`src/rtl/seg7_pkg.sv`:
```
// Shared glyph constants and FSM encoding for the seven-segment capture block.
// Segment order is a..g from bit 6 down to bit 0, active-high.
package seg7_pkg;

    localparam logic [6:0] SEG_0     = 7'b1111110;
    localparam logic [6:0] SEG_1     = 7'b0110000;
    localparam logic [6:0] SEG_2     = 7'b1101101;
    localparam logic [6:0] SEG_3     = 7'b1111001;
    localparam logic [6:0] SEG_4     = 7'b0110011;
    localparam logic [6:0] SEG_5     = 7'b1011011;
    localparam logic [6:0] SEG_6     = 7'b1011111;
    localparam logic [6:0] SEG_7     = 7'b1110000;
    localparam logic [6:0] SEG_8     = 7'b1111111;
    localparam logic [6:0] SEG_9     = 7'b1111011;
    localparam logic [6:0] SEG_BLANK = 7'b0000000;

    localparam logic [3:0] BCD_INVALID = 4'hF;

    typedef logic [1:0] state_t;

    localparam state_t S_WAIT  = 2'd0;
    localparam state_t S_TRACK = 2'd1;
    localparam state_t S_HOLD  = 2'd2;

endpackage

```
`src/rtl/seven_segment_capture_if.sv`:
```
// Multiplexed seven-segment bus in, recovered BCD frame out.
// master drives the display bus, slave is the capture block.
interface seven_segment_capture_if #(
    parameter int DIGITS = 4
) ();

    logic [6:0]          seg_in;
    logic [DIGITS-1:0]   dig_sel;
    logic [4*DIGITS-1:0] bcd_out;
    logic [DIGITS-1:0]   digit_err;
    logic                err_out;
    logic                valid_out;

    modport master (
        output seg_in, dig_sel,
        input  bcd_out, digit_err, err_out, valid_out
    );

    modport slave (
        input  seg_in, dig_sel,
        output bcd_out, digit_err, err_out, valid_out
    );

endinterface

```
`src/rtl/seven_segment_pattern_decode.sv`:
```
// Combinational glyph-to-BCD decoder; anything that is not a 0-9 glyph
// (blank included) returns BCD_INVALID with legal low.
module seven_segment_pattern_decode
    import seg7_pkg::*;
(
    input  logic [6:0] pattern,
    output logic [3:0] bcd,
    output logic       legal
);

    always_comb begin
        bcd   = BCD_INVALID;
        legal = 1'b1;
        case (pattern)
            SEG_0:   bcd = 4'd0;
            SEG_1:   bcd = 4'd1;
            SEG_2:   bcd = 4'd2;
            SEG_3:   bcd = 4'd3;
            SEG_4:   bcd = 4'd4;
            SEG_5:   bcd = 4'd5;
            SEG_6:   bcd = 4'd6;
            SEG_7:   bcd = 4'd7;
            SEG_8:   bcd = 4'd8;
            SEG_9:   bcd = 4'd9;
            default: legal = 1'b0;
        endcase
    end

endmodule

```
`src/rtl/seven_segment_capture.sv`:
```
// Recovers BCD frames from a multiplexed seven-segment bus.
// Define SEG_CAPTURE_LOWACT_EN for a common-anode (active-low) bus.
module seven_segment_capture
    import seg7_pkg::*;
#(
    parameter int DIGITS        = 4,
    parameter int STABLE_CYCLES = 4
) (
    input logic                    clk,
    input logic                    rst,
    seven_segment_capture_if.slave bus
);

    localparam int CW = $clog2(STABLE_CYCLES) + 1;
    localparam logic [CW-1:0] THRESH = CW'(STABLE_CYCLES);

    logic [6:0]          seg_d;
    logic [DIGITS-1:0]   sel_d;
    logic [6:0]          seg_q;
    logic [DIGITS-1:0]   sel_q;
    logic [CW-1:0]       stab_cnt;
    state_t              state;
    logic [DIGITS-1:0]   cap_mask;
    logic [4*DIGITS-1:0] shadow_bcd;
    logic [DIGITS-1:0]   shadow_err;
    logic [4*DIGITS-1:0] bcd_q;
    logic [DIGITS-1:0]   derr_q;
    logic                err_q;
    logic                valid_q;
    logic [3:0]          dec_bcd;
    logic                dec_legal;
    logic                sel_hot;
    logic                same;
    logic                cap;
    logic                full;

`ifdef SEG_CAPTURE_LOWACT_EN
    assign seg_d = ~bus.seg_in;
    assign sel_d = ~bus.dig_sel;
`else
    assign seg_d = bus.seg_in;
    assign sel_d = bus.dig_sel;
`endif

    assign sel_hot = $onehot(sel_d);
    assign same    = (seg_d == seg_q) && (sel_d == sel_q);
    // Capture fires on the edge after the count hit threshold, even if the
    // bus moves on at that same edge; seg_q still holds the stable glyph.
    assign cap     = (state == S_TRACK) && (stab_cnt == THRESH);
    assign full    = &cap_mask;

    seven_segment_pattern_decode u_dec (
        .pattern (seg_q),
        .bcd     (dec_bcd),
        .legal   (dec_legal)
    );

    always_ff @(posedge clk) begin
        if (rst) begin
            seg_q      <= '0;
            sel_q      <= '0;
            stab_cnt   <= '0;
            state      <= S_WAIT;
            cap_mask   <= '0;
            shadow_bcd <= '0;
            shadow_err <= '0;
            bcd_q      <= '0;
            derr_q     <= '0;
            err_q      <= 1'b0;
            valid_q    <= 1'b0;
        end else begin
            seg_q   <= seg_d;
            sel_q   <= sel_d;
            valid_q <= full;

            if (cap) begin
                for (int i = 0; i < DIGITS; i++) begin
                    if (sel_q[i]) begin
                        shadow_bcd[4*i +: 4] <= dec_bcd;
                        shadow_err[i]        <= !dec_legal;
                    end
                end
            end

            // A capture landing on the publish edge seeds the next frame.
            cap_mask <= (full ? '0 : cap_mask) | (cap ? sel_q : '0);

            if (full) begin
                bcd_q  <= shadow_bcd;
                derr_q <= shadow_err;
                err_q  <= |shadow_err;
            end

            case (state)
                S_WAIT: begin
                    if (sel_hot) begin
                        state    <= S_TRACK;
                        stab_cnt <= CW'(1);
                    end
                end
                S_TRACK: begin
                    if (!sel_hot) begin
                        state    <= S_WAIT;
                        stab_cnt <= '0;
                    end else if (!same) begin
                        stab_cnt <= CW'(1);
                    end else if (cap) begin
                        state <= S_HOLD;
                    end else begin
                        stab_cnt <= stab_cnt + CW'(1);
                    end
                end
                S_HOLD: begin
                    if (!sel_hot) begin
                        state    <= S_WAIT;
                        stab_cnt <= '0;
                    end else if (!same) begin
                        state    <= S_TRACK;
                        stab_cnt <= CW'(1);
                    end
                end
                default: begin
                    state    <= S_WAIT;
                    stab_cnt <= '0;
                end
            endcase
        end
    end

    assign bus.bcd_out   = bcd_q;
    assign bus.digit_err = derr_q;
    assign bus.err_out   = err_q;
    assign bus.valid_out = valid_q;

endmodule

```
`src/flat_wrapper.sv`:
```
// flat-port wrapper written by rule: the top's interface ports become plain ports
module seven_segment_capture_flat import seg7_pkg::*;
#(
    parameter int DIGITS        = 4,
    parameter int STABLE_CYCLES = 4
)
  (clk, rst, bus_seg_in, bus_dig_sel, bus_bcd_out, bus_digit_err, bus_err_out, bus_valid_out);
  seven_segment_capture_if #(.DIGITS(DIGITS)) bus_i ();
  input logic clk;
  input logic rst;
  input wire logic [$bits(bus_i.seg_in)-1:0] bus_seg_in;
  input wire logic [$bits(bus_i.dig_sel)-1:0] bus_dig_sel;
  output wire logic [$bits(bus_i.bcd_out)-1:0] bus_bcd_out;
  output wire logic [$bits(bus_i.digit_err)-1:0] bus_digit_err;
  output wire logic [$bits(bus_i.err_out)-1:0] bus_err_out;
  output wire logic [$bits(bus_i.valid_out)-1:0] bus_valid_out;
  assign bus_i.seg_in = bus_seg_in;
  assign bus_i.dig_sel = bus_dig_sel;
  assign bus_bcd_out = bus_i.bcd_out;
  assign bus_digit_err = bus_i.digit_err;
  assign bus_err_out = bus_i.err_out;
  assign bus_valid_out = bus_i.valid_out;
  seven_segment_capture #(.DIGITS(DIGITS), .STABLE_CYCLES(STABLE_CYCLES)) u_core (.clk(clk), .rst(rst), .bus(bus_i));
endmodule
```
`config.mk`:
```
export PLATFORM = sky130hd
export DESIGN_NAME = seven_segment_capture_flat
export DESIGN_NICKNAME = d
export VERILOG_FILES = /design/src/rtl/seg7_pkg.sv /design/src/rtl/seven_segment_capture_if.sv /design/src/rtl/seven_segment_pattern_decode.sv /design/src/rtl/seven_segment_capture.sv /design/src/flat_wrapper.sv
export SDC_FILE = /design/constraint.sdc
export NUM_CORES = 1
export LEC_CHECK = 0
export CAP_MARGIN = 30
export CELL_PAD_IN_SITES_DETAIL_PLACEMENT = 1
export CELL_PAD_IN_SITES_GLOBAL_PLACEMENT = 1
export CORE_MARGIN = 2
export CORE_UTILIZATION = 46
export CTS_BUF_LIST = sky130_fd_sc_hd__clkbuf_8
export DETAILED_ROUTE_END_ITERATION = 6
export HOLD_SLACK_MARGIN = 0.15
export PLACE_DENSITY = 0.87
export REMOVE_ABC_BUFFERS = 1
export SETUP_SLACK_MARGIN = 0.15
export SLEW_MARGIN = 20
export SYNTH_ARGS = -nofsm -noshare
export SYNTH_HDL_FRONTEND = slang
export SYNTH_SLANG_ARGS = --single-unit
```
`constraint.sdc`:
```
create_clock -name clk -period 4.2 [get_ports clk]
set_input_delay 1.26 -clock clk [delete_from_list [all_inputs] [get_ports clk]]
set_output_delay 1.26 -clock clk [all_outputs]
set_load 0.005 [all_outputs]
```
## Yosys cells after proc, flatten, opt, wreduce, memory -nomap -nowiden

Cells that the tools add are included.

- Register bits: 62
- Input port bits: 13
- Output and inout port bits: 22
- Logic and storage cells: 74

- Add/subtract/negate cells: 4
- Equality and inequality tests: 21
- Muxes and demuxes: 18
- Bitwise gates (word level): 1
- Reductions and logical operators: 13

Operators by type and width:

| operator | count |
|---|---|
| $eq A7 B7 Y1 const B | 8 |
| $pmux W4 S10 | 1 |
| $mux W3 | 6 |
| $eq A7 B6 Y1 const B | 2 |
| $mux W2 | 6 |
| $reduce_or A10 Y1 | 1 |
| $ne A3 B3 Y1 const B | 3 |
| $pmux W3 S3 | 1 |
| $mux W4 | 2 |
| $reduce_and A2 Y1 | 4 |
| $reduce_and A4 Y1 | 2 |
| $eq A7 B7 Y1 | 1 |
| $pmux W2 S3 | 1 |
| $add A1 B1 Y2 | 2 |
| $eq A4 B4 Y1 | 1 |
| $ne A4 B4 Y1 const B | 1 |
| $or A4 B4 Y4 | 1 |
| $reduce_or A4 Y1 | 1 |
| $add A3 B1 Y3 const B | 1 |
| $add A3 B3 Y3 | 1 |
| $eq A3 B1 Y1 const B | 1 |
| $eq A3 B3 Y1 const B | 1 |
| $reduce_and A3 Y1 | 1 |
| $eq A2 B1 Y1 const B | 1 |
| 6 further kinds | 7 |

## Logic depth before layout (Yosys ltp)

- Word-level depth: 6
- Mapped depth: 8
- Mapped depth without buffers: 8

## Modules after synthesis

From an unflattened synthesis, not the netlist that was laid out.

- Cell total of the unflattened synthesis: 320
- Area, all modules: 2646.3 um^2

Modules (own cells, without submodules):

| module | times used | cells an instance | area each (um^2) | seq. area each (um^2) |
|---|---|---|---|---|
| seven_segment_capture | 1 | 289 | 2436.1 | 1241.2 |
| seven_segment_pattern_decode | 1 | 31 | 210.2 | 0.0 |

## Worst setup path after synthesis

OpenSTA, ideal clock, no wires.

- Kind: input port to flip-flop
- Start: in bus_dig_sel[0]
- End: reg u_core.stab_cnt[0]
- Arrival: 2949 ps
- Required time: 4142 ps
- Path slack: 1193 ps
- Stages: 8
- Cells stage by stage: ha_1 ha_1 fa_1 nor2_1 nand2_1 maj3_1 nor2_1 o211a_1

- Cells in the longest elaborated chain, start to end: 5

RTL lines:

| what | RTL line | text |
|---|---|---|
| from (decl) | flat_wrapper.sv:12 | `input wire logic [$bits(bus_i.dig_sel)-1:0] bus_dig_sel;` |
| $add A1 B1 Y2 (not written as such) / $eq A4 B4 Y1 (equally long branches) | seven_segment_capture.sv:45, seven_segment_capture.sv:46 |  |
| $add A3 B3 Y3 (not written as such) / $logic_and A1 B1 Y1 (equally long branches) | seven_segment_capture.sv:45, seven_segment_capture.sv:46 |  |
| $eq A3 B1 Y1 / $mux W3 (equally long branches) | seven_segment_capture.sv:45, seven_segment_capture.sv:105 |  |
| $ne A4 B4 Y1 (no line) (tied with other cells) | n/a |  |
| $reduce_and A3 Y1 (no line) / $pmux W3 S3 (equally long branches) | n/a |  |
| to (signal assigned) | seven_segment_capture.sv:110 | `stab_cnt <= stab_cnt + CW'(1);` |
| to (decl) | seven_segment_capture.sv:21 | `logic [CW-1:0] stab_cnt;` |

Parallel ways exist; a longest one is shown, timed or not.
A chain may end at the register's enable or synchronous reset.

## Worst setup path in the final report

- Start: in bus_dig_sel[2]
- End: reg u_core.stab_cnt[0]

Same word-level chain as after synthesis.

==> results.cfg <==
[logic_synthesis]
ys_ff_latch = 62
synthesized_instance_count = 311
yosysSeqAreaShare = 0.469
post-synth-top-area-fraction = 0.469
post_synth_num_cell_types = 43
yosysWarningCount = 0
postSynthAreaPerCell_um2 = 8.51
synth-edff-count = 0
synthesis.area_um2 = 2650
synth_top_flop_cell = sky130_fd_sc_hd__dfxtp_1
synth_top_cell_by_area = sky130_fd_sc_hd__dfxtp_1
synth_top_cells_by_area = sky130_fd_sc_hd__dfxtp_1 47%, sky130_fd_sc_hd__nand2_1 7.9%, sky130_fd_sc_hd__a21oi_1 5.5%
synth_async_sr_flop_share = 0

[clocking]
cts_tree = done
clock_latency_ps = 340
post_cts.repair.setup_buffers = 0
clock_tree.root_cell = sky130_fd_sc_hd__clkbuf_8
clk_pin_slew_ps = 70
htree_num_levels = 3
tritoncts.num_buffers = 9
ctsLongestPathBuffers = 2
cts_hold_buf = 0
tritoncts_num_sinks = 62
cts-resized-gates = 0

[routing]
drt.antenna.violating_nets = 0
vias = 2243
initial_drt_markers = 102
drt_pass1_iterations = 4
wirelength_mm = 6.20
post-route-drc-count = 0
avgRoutedWirePerCell_um = 14.9
post_drt_via_cell_ratio = 5.40

[timing]
min_period_over_period = 0.781
setup-violations-final = 0
timing.final.max_slew_violations = 0
timing_worst_slew_pin_value_ps = 880
timing.max_slew.rel_slack = 0.413
final_critical_period_ps = 3280
rsz0062_at_grt = false
timing.setup.tns_ps = 0
finClkSkew_ps = 8.64
report.final.hold_viol_count = 0
max_freq_ghz = 0.305

[placement]
number_of_i_o_port_buffers = 34
hpwl_mm = 4.53
routabilityCongestion = 0.822

[job]
max_cap_violations = 0

[die]
std_cell_rows = 27
die_w_um = 79.8
pin_count = 35
floorplan.core_area_um2 = 5540
initial_utilization = 0.478
die_ar_um2 = 6380
die_h_um = 79.8

[finish]
syn_to_final_growth_pct = 19.6
drive_gt1_frac = 0.0641
most_frequent_cells_in_the_layout = 62 x sky130_fd_sc_hd__dfxtp_1, 56 x sky130_fd_sc_hd__nand2_1, 34 x sky130_fd_sc_hd__nor2_1
post_layout_net_count = 357
layout.cells.most_common = sky130_fd_sc_hd__dfxtp_1
num-fill-cells = 669
antenna_cells = 0

[min_path]
holdCritPathClass = flop to flop
min_from = u_core.bus.digit_err[1]$_SDFFE_PP0P_

[global_routing]
grt_util_all_layers = 0.214
first_global_vias = 2269
grt_antenna_before_repair = 0
gr-total-overflow = 0
largest_net_degree_at_the_start_of_global_routing = 53
first_pass_grt_wire_length_mm = 10.5

[run_status]
run_status = complete, no violations

[worst_setup_path]
cp.arrival_ps = 3570
critical_path_peak_fanout = 5
crit_type = input port to flop
setup.worst_path.start_class = input port
rr_startpoint = u_core.seg_q[5]$_SDFF_PP0_
worst_setup_path_startpoint = bus_dig_sel[2]
cp-end-kind = flop
cp.required_ps = 4480

[power_and_ir_drop]
design_power_total_mw = 1.14
leakage_nw = 1.07
power.ir.vdd_worst_uv = 225
cellPowerDensity_nw_per_um2 = 359
==> per-stage QoR <==
stage / std cells / hold WS, ps / setup WS, ps / cell area (um2) / utilization
6_report: 415 / 453 / 918 / 3160 / 0.571
3_5_place_dp: 398 / 445 / 554 / 2990 / 0.540
4_1_cts: 414 / 455 / 913 / 3160 / 0.570
5_1_grt: 415 / 481 / 741 / 3160 / 0.571
3_3_place_gp: 397 / 438 / 629 / 2980 / 0.538
2_1_floorplan: 290 / 426 / 1190 / 2550 / -
==> sequential cells by signal, indices dropped and copies added (netlist names) <==
signal and cells:
u_core.cap_mask 4, u_core.bus.digit_err 4, u_core.state 2, u_core.bus.err_out 1, u_core.shadow_err 4, u_core.shadow_bcd 16, u_core.stab_cnt 3, u_core.seg_q 7
u_core.bus.bcd_out 16, u_core.bus.valid_out 1, u_core.sel_q 4
==> final cells by class <==
class                   count  area, um2  share of cell area
clock buffers               9        124              0.0391
clock inverters             7       42.5              0.0134
inverters                   6       22.5             0.00712
multi-input cells         222       1280               0.406
flip-flops and latches     62       1240               0.392
well taps                  72       90.1              0.0285
repair buffers             37        359               0.113
==> power breakdown <==
part           internal (mW)  switching (mW)  leakage [nW]  total [mW]
clock                  0.209           0.230        0.0862       0.439
combinational         0.0403          0.0455         0.476      0.0858
sequential             0.597          0.0151         0.503       0.612
total                  0.846           0.291          1.07        1.14
==> synthesized netlist by cell type, types with 4 or more instances <==
library cell,instances
sky130_fd_sc_hd__dfxtp_1,62
sky130_fd_sc_hd__inv_1,6
sky130_fd_sc_hd__nor2b_1,12
sky130_fd_sc_hd__clkbuf_1,15
sky130_fd_sc_hd__nand4_1,6
sky130_fd_sc_hd__nand3_1,5
sky130_fd_sc_hd__nor2_1,34
sky130_fd_sc_hd__o31ai_1,5
sky130_fd_sc_hd__xnor2_1,9
sky130_fd_sc_hd__ha_1,5
sky130_fd_sc_hd__a311oi_1,4
sky130_fd_sc_hd__nand2_1,56
sky130_fd_sc_hd__a211oi_1,13
sky130_fd_sc_hd__a21oi_1,29
sky130_fd_sc_hd__nand3b_1,5
==> metal layers <==
metal / global-route usage / share of wire / up-vias / wire length, um
li1: - / - / 1122 / -
met1: 0.247 / 0.44 / 1061 / 2700
met2: 0.372 / 0.51 / 49 / 3150
met3: 0.0577 / 0.035 / 11 / 219
met4: 0.0932 / 0.021 / 0 / 133
met5: 0 / 0 / - / 0
==> critical path: stages <==
cell	delay, ps
sky130_fd_sc_hd__clkdlybuf4s50_1	460
sky130_fd_sc_hd__ha_1	320
sky130_fd_sc_hd__ha_1	200
sky130_fd_sc_hd__fa_1	430
sky130_fd_sc_hd__nor2_1	140
sky130_fd_sc_hd__nand2_1	140
sky130_fd_sc_hd__maj3_1	370
sky130_fd_sc_hd__nor2_1	90
sky130_fd_sc_hd__o211a_1	150
==> final timing paths <==
path	end	slack (ps)	cells past startpoint
hold / removal	u_core.bus.digit_err[1]$_SDFFE_PP0P_	450	2
setup reg to reg	u_core.shadow_bcd[14]$_SDFFE_PP0P_	2220	5
setup / recovery	u_core.stab_cnt[0]$_SDFFE_PP0P_	920	9
hold reg to reg	u_core.bus.digit_err[1]$_SDFFE_PP0P_	450	2
==> cells by family after synthesis <==
logic type               Yosys count  synth area share
AO/OA/AOI/OAI                     65             0.162
buffers and inverters             27            0.0454
AND/OR/NAND/NOR                  138             0.249
adder cells (fa/ha/maj)            7            0.0350
flip-flops                        62             0.469
XOR/XNOR                          12            0.0397
(Power assumes the default switching activity.)
